[config.mk]
export PLATFORM = sky130hd
export DESIGN_NAME = page_dispatcher
export DESIGN_NICKNAME = d
export VERILOG_FILES = /design/src/rtl/page_dispatcher.sv
export SDC_FILE = /design/constraint.sdc
export NUM_CORES = 2
export LEC_CHECK = 0
export CORE_UTILIZATION = 40
export CTS_CLUSTER_SIZE = 28
export DETAILED_ROUTE_END_ITERATION = 10
export SLEW_MARGIN = 15
export SYNTH_ARGS = -nofsm -noshare
export SYNTH_HDL_FRONTEND = slang
export SYNTH_SLANG_ARGS = --single-unit
export TNS_END_PERCENT = 30
[constraint.sdc]
create_clock -name clk -period 11.3 [get_ports clk]
set_clock_uncertainty 0.1 [all_clocks]
set_input_delay 1.695 -clock clk [delete_from_list [all_inputs] [get_ports clk]]
set_output_delay 1.695 -clock clk [all_outputs]
set_load 0.01 [all_outputs]
[src/rtl/page_dispatcher.sv]
// Page dispatcher: offers a commanded page address to the parser and, on page_hit,
// streams the page from the source into a FWFT FIFO; unclaimed pages are discarded.
module page_dispatcher #(
  parameter int unsigned DATA_W      = 256,
  parameter int unsigned PAGE_WORDS  = 128,
  parameter int unsigned FIFO_DEPTH  = 16,
  parameter int unsigned HIT_TIMEOUT = 1024,
  parameter logic [31:0] NULL_ADDR   = 32'hFFFF_FFFF
) (
  input  logic              clk,
  input  logic              rst,
  input  logic [127:0]      cmd,
  input  logic              cmd_valid,
  output logic              cmd_ready,
  input  logic [DATA_W-1:0] src_data,
  input  logic              src_valid,
  output logic              src_ready,
  output logic [31:0]       read_page_addr,
  input  logic              page_hit,
  input  logic              data_out_en,
  output logic [DATA_W-1:0] data_out,
  output logic              data_fifo_empty,
  output logic              busy,
  output logic [31:0]       pages_done,
  output logic [15:0]       drop_count
);

  localparam int unsigned AW  = $clog2(FIFO_DEPTH);
  localparam int unsigned WCW = $clog2(PAGE_WORDS + 1);
  localparam int unsigned TW  = (HIT_TIMEOUT > 1) ? $clog2(HIT_TIMEOUT) : 1;

  localparam logic [AW:0]     FULL_CNT = (AW + 1)'(FIFO_DEPTH);
  localparam logic [WCW-1:0]  W_LAST   = WCW'(PAGE_WORDS - 1);
  localparam logic [TW-1:0]   T_LAST   = TW'(HIT_TIMEOUT - 1);

  typedef enum logic [2:0] {
    IDLE,
    OFFER,
    STREAM,
    DRAIN,
    DROP
  } state_t;

  state_t         state;
  logic [TW-1:0]  tcnt;
  logic [WCW-1:0] word_cnt;

  logic [DATA_W-1:0] mem [FIFO_DEPTH];
  logic [AW-1:0]     wr_ptr;
  logic [AW-1:0]     rd_ptr;
  logic [AW:0]       count;
  logic              fifo_full;
  logic              push;
  logic              pop;
  logic              unused_cmd;

  assign unused_cmd = ^cmd[127:32];

  assign fifo_full       = (count == FULL_CNT);
  assign data_fifo_empty = (count == '0);
  assign push            = src_valid && src_ready && (state == STREAM);
  assign pop             = data_out_en && !data_fifo_empty;
  assign busy            = (state != IDLE);
  // Head word is forced to zero while empty so data_out is clean after reset.
  assign data_out        = data_fifo_empty ? '0 : mem[rd_ptr];

  always_comb begin
    src_ready = 1'b0;
    case (state)
      STREAM:  src_ready = !fifo_full;
      DROP:    src_ready = 1'b1;
      default: src_ready = 1'b0;
    endcase
  end

  always_ff @(posedge clk) begin
    if (push) begin
      mem[wr_ptr] <= src_data;
    end
  end

  always_ff @(posedge clk or posedge rst) begin
    if (rst) begin
      wr_ptr <= '0;
      rd_ptr <= '0;
      count  <= '0;
    end else begin
      if (push) begin
        wr_ptr <= wr_ptr + AW'(1);
      end
      if (pop) begin
        rd_ptr <= rd_ptr + AW'(1);
      end
      if (push && !pop) begin
        count <= count + (AW + 1)'(1);
      end else if (pop && !push) begin
        count <= count - (AW + 1)'(1);
      end
    end
  end

  always_ff @(posedge clk or posedge rst) begin
    if (rst) begin
      state          <= IDLE;
      read_page_addr <= NULL_ADDR;
      cmd_ready      <= 1'b0;
      tcnt           <= '0;
      word_cnt       <= '0;
      pages_done     <= '0;
      drop_count     <= '0;
    end else begin
      case (state)
        IDLE: begin
          cmd_ready      <= 1'b1;
          read_page_addr <= NULL_ADDR;
          if (cmd_valid && cmd_ready) begin
            read_page_addr <= cmd[31:0];
            tcnt           <= '0;
            cmd_ready      <= 1'b0;
            state          <= OFFER;
          end
        end
        OFFER: begin
          // A hit in the expiry cycle still wins over the timeout.
          if (page_hit) begin
            word_cnt <= '0;
            state    <= STREAM;
          end else if ((HIT_TIMEOUT != 0) && (tcnt == T_LAST)) begin
            word_cnt <= '0;
            state    <= DROP;
          end else begin
            tcnt <= tcnt + TW'(1);
          end
        end
        STREAM: begin
          if (push) begin
            word_cnt <= word_cnt + WCW'(1);
            if (word_cnt == W_LAST) begin
              state <= DRAIN;
            end
          end
        end
        DRAIN: begin
          if (data_fifo_empty) begin
            state          <= IDLE;
            pages_done     <= pages_done + 32'd1;
            read_page_addr <= NULL_ADDR;
            cmd_ready      <= 1'b1;
          end
        end
        DROP: begin
          if (src_valid) begin
            word_cnt <= word_cnt + WCW'(1);
            if (word_cnt == W_LAST) begin
              state          <= IDLE;
              read_page_addr <= NULL_ADDR;
              cmd_ready      <= 1'b1;
              if (drop_count != 16'hFFFF) begin
                drop_count <= drop_count + 16'd1;
              end
            end
          end
        end
        default: begin
          state <= IDLE;
        end
      endcase
    end
  end

endmodule
==> reports/metrics.csv <==
stage,metric,value,unit
status,status,completed,
routing,routedWlPerCell,29.65,µm
sta,fmax,137.5,MHz
final_layout,syn_to_final_growth,16.92,%
final_layout,stdcell_count,12991,
power,seq_power_share,39.3,%
setup_path,r2r_cells,8,
floorplan,pin_count,730,
placement,numPortBuffers,633,
power,clkPwrFrac,30.3,%
power,p_sw,13.03,mW
final_layout,layout_commonest_cell,edfxtp_1,
power,sw_frac_of_total,28.15,%
cts,htreeDepth,5,
setup_path,end_kind,output pin,
cts,cts_resized,0,
routing,drc_errors,0,
floorplan,dieArea,403400,µm²
synthesis,avgSynthCellArea,24.87,µm²
sta,tightest_slew,1.170,ns
power,ir_drop,0.1961,mV
final_layout,nFillCells,32144,
placement,post-place-ws,4.846,ns
synthesis,synth_cell_types,51,
sta,setup_viol,0,
synthesis,syn_area,160300,µm²
global_routing,use_met2,31.51,%
setup_path,required,9.51,ns
sta,min_period,7.273,ns
final_layout,drive_gt1_share,27.32,%
cts,clock-sinks,4211,
placement,hpwl,196700,µm
synthesis,synth_top_area_share,76.72,%
routing,vias,72680,
sta,holdWs,0.3631,ns
floorplan,die_x,635.1,µm
global_routing,grt_pass1_vias,76428,
floorplan,initial_utilization,40.17,%
setup_path,startpoint,rd_ptr[0],
sta,rsz0062_at_grt,false,
setup_path,critical_path_class,reg -> out,
global_routing,grt.busiest_layer,met2,
setup_path,cpPeakStageDelay,0.87,ns
synthesis,ys_warn_count,0,
setup_path,r2r_end,mem[3][57],
setup_path,endpoint,data_out[125],
global_routing,overflow,0,
cts,clockBufferDepth,4,
synthesis,synth.area.top_cells,"edfxtp_1 77%, mux4_2 18%, dfrtp_1 1.3%",
routing,dr.first_iter.drc_count,6460,
cts,cts_tree,yes,
cts,cts-hold-fix-buffers,0,
power,power_frac_comb,30.4,%
sta,min_period_over_period,64.36,%
floorplan,die_y,635.1,µm
sta,drv_slew,0,
power,power_density,247.0,nW/µm²
synthesis,synthFlopType,edfxtp_1,
global_routing,met3_usage,3.333,%
setup_path,critPathSlowestCell,dfrtp_4,
synthesis,synth_seq_area_share,78.54,%
global_routing,grtUsageMet1,25.33,%
sta,totalNegativeSetupSlack,0,ns
setup_path,crit_fanout,47,
routing,via_per_inst,5.595,
routing,final_antenna_net_count,0,
synthesis,synth_seq_cells,4211,
cts,numCtsBuffers,431,
global_routing,grt_pass1_wl,554000,µm
floorplan,design.core.area,399100,µm²
setup_path,r2r_start,state[1],
synthesis,ys_async_sr_fraction,2.731,%
cts,post_cts_buffers,0,
global_routing,grt_max_degree,151,
setup_path,cp.arrival,5.48,ns
cts,cts_root_buf,clkbuf_16,
power,leakagePower,57.92,nW
global_routing,track_usage,18.93,%
sta,relSlewSlack,21.99,%
power,p_int,33.27,mW
cts,clk_pin_slew,0.06,ns
synthesis,syn_nets,6850,
power,total_power,46.30,mW
synthesis,netlist_instances,6446,
routing,routed_wirelength,385200,µm
setup_path,worstPathCellList,buf_4 > buf_4 > mux4_2 > mux4_2 > and2_1 > clkdlybuf4s50_1,
global_routing,antenna_found_initial,104,
final_layout,nets,7718,
placement,place.gp.congestion,0.7528,
setup_path,r2r_setup_slack,6.42,ns
routing,dr.pass1.iters,5,
sta,hold_violations,0,
sta,timing.final.ws_setup,4.027,ns
cts,clk-insertion-delay-late,0.96,ns
floorplan,rows,232,
run,maxCapViolCount,0,
synthesis,synth_edf_count,4096,
hold_path,min_path_type,reg -> reg,
synthesis,yosys.area.top_type,edfxtp_1,
final_layout,mostFrequentLayoutCells,"4096 x edfxtp_1, 1280 x mux4_2, 633 x clkdlybuf4s50_1",
setup_path,critPathLaunchType,flip-flop,
placement,place_inst,12145,
synthesized netlist by cell type, types with 7 or more instances:
master / instances
ha_1: 13
and2_1: 269
buf_1: 23
inv_1: 13
mux4_2: 1280
buf_2: 112
nor3_1: 7
or4_1: 7
nand4_1: 23
buf_6: 17
nand2_1: 43
nor2_1: 20
o22a_1: 32
nand2b_1: 8
edfxtp_1: 4096
dfstp_2: 32
a21oi_1: 16
o21ai_0: 17
xnor2_1: 46
dfrtp_1: 83
xor2_1: 10
clkbuf_1: 179
and3_1: 9
nand3_1: 30
o31ai_1: 8
flip-flops by register name, indices dropped and copies added (netlist names):
signal,cells
wr_ptr,4
pages_done,32
cmd_ready,1
rd_ptr,4
read_page_addr,32
tcnt,10
drop_count,16
count,5
mem,4096
word_cnt,8
state,3
how the worst min path moves through the flow:
stage	startpoint	end	cells after the start	slack (ns)
floorplan	word_cnt[7]	word_cnt[7]	1	0.34
global placement	pages_done[31]	pages_done[31]	1	0.36
detailed placement	word_cnt[7]	word_cnt[7]	1	0.36
CTS	pages_done[31]	pages_done[31]	1	0.37
global route	pages_done[31]	pages_done[31]	1	0.38
finish	pages_done[31]	pages_done[31]	1	0.36
through the flow:
| step | cell area [µm²] | utilization (%) |
|---|---|---|
| floorplan | 160300 | - |
| global placement | 173300 | 43.43 |
| detailed placement | 173300 | 43.43 |
| CTS | 187300 | 46.93 |
| global route | 187400 | 46.96 |
| finish | 187500 | 46.97 |
area by class of cell:
type | instances | area (µm²) | share of cell area, %
multi-input combinational | 1889 | 32920 | 17.56
clock buffer | 533 | 11340 | 6.048
tap | 5265 | 6588 | 3.514
inverter | 14 | 55.05 | 0.02937
clock inverter | 266 | 2665 | 1.422
antenna | 46 | 115.1 | 0.06140
sequential | 4211 | 125900 | 67.18
timing repair buffer | 767 | 7850 | 4.188
critical path, delay by kind of cell (launching register included):
family	cells	cell delay, ns
buf+inv	3	2.20
mux	2	1.15
simple gates	1	0.19
flops	1	0.87
cells by family after synthesis:
logic type | share of synthesized area [%]
XOR/XNOR | 0.3059
multiplexers | 18.02
buffers and inverters | 0.9794
adder cells (fa/ha/maj) | 0.1139
flip-flops | 78.54
AO/OA/AOI/OAI | 0.3855
AND/OR/NAND/NOR | 1.665
routing by layer:
layer / up-vias / share of wire, %
met2: 2289 / 51
met1: 40043 / 41
met5: - / 0.064
met4: 42 / 2.9
li1: 29660 / -
met3: 646 / 5.8
power groups by stage:
stage / registers, mW / logic, mW / clock network (mW)
after floorplan: 18.5 / 8.81 / 0
after global routing: 18.3 / 14.9 / 14.9
after global placement: 18.5 / 14.3 / 0
final: 18.2 / 14.1 / 14.0
after detailed placement: 18.5 / 14.4 / 0
after CTS: 18.2 / 14.4 / 14.4
No activity file was read; power rests on OpenSTA's default activity.
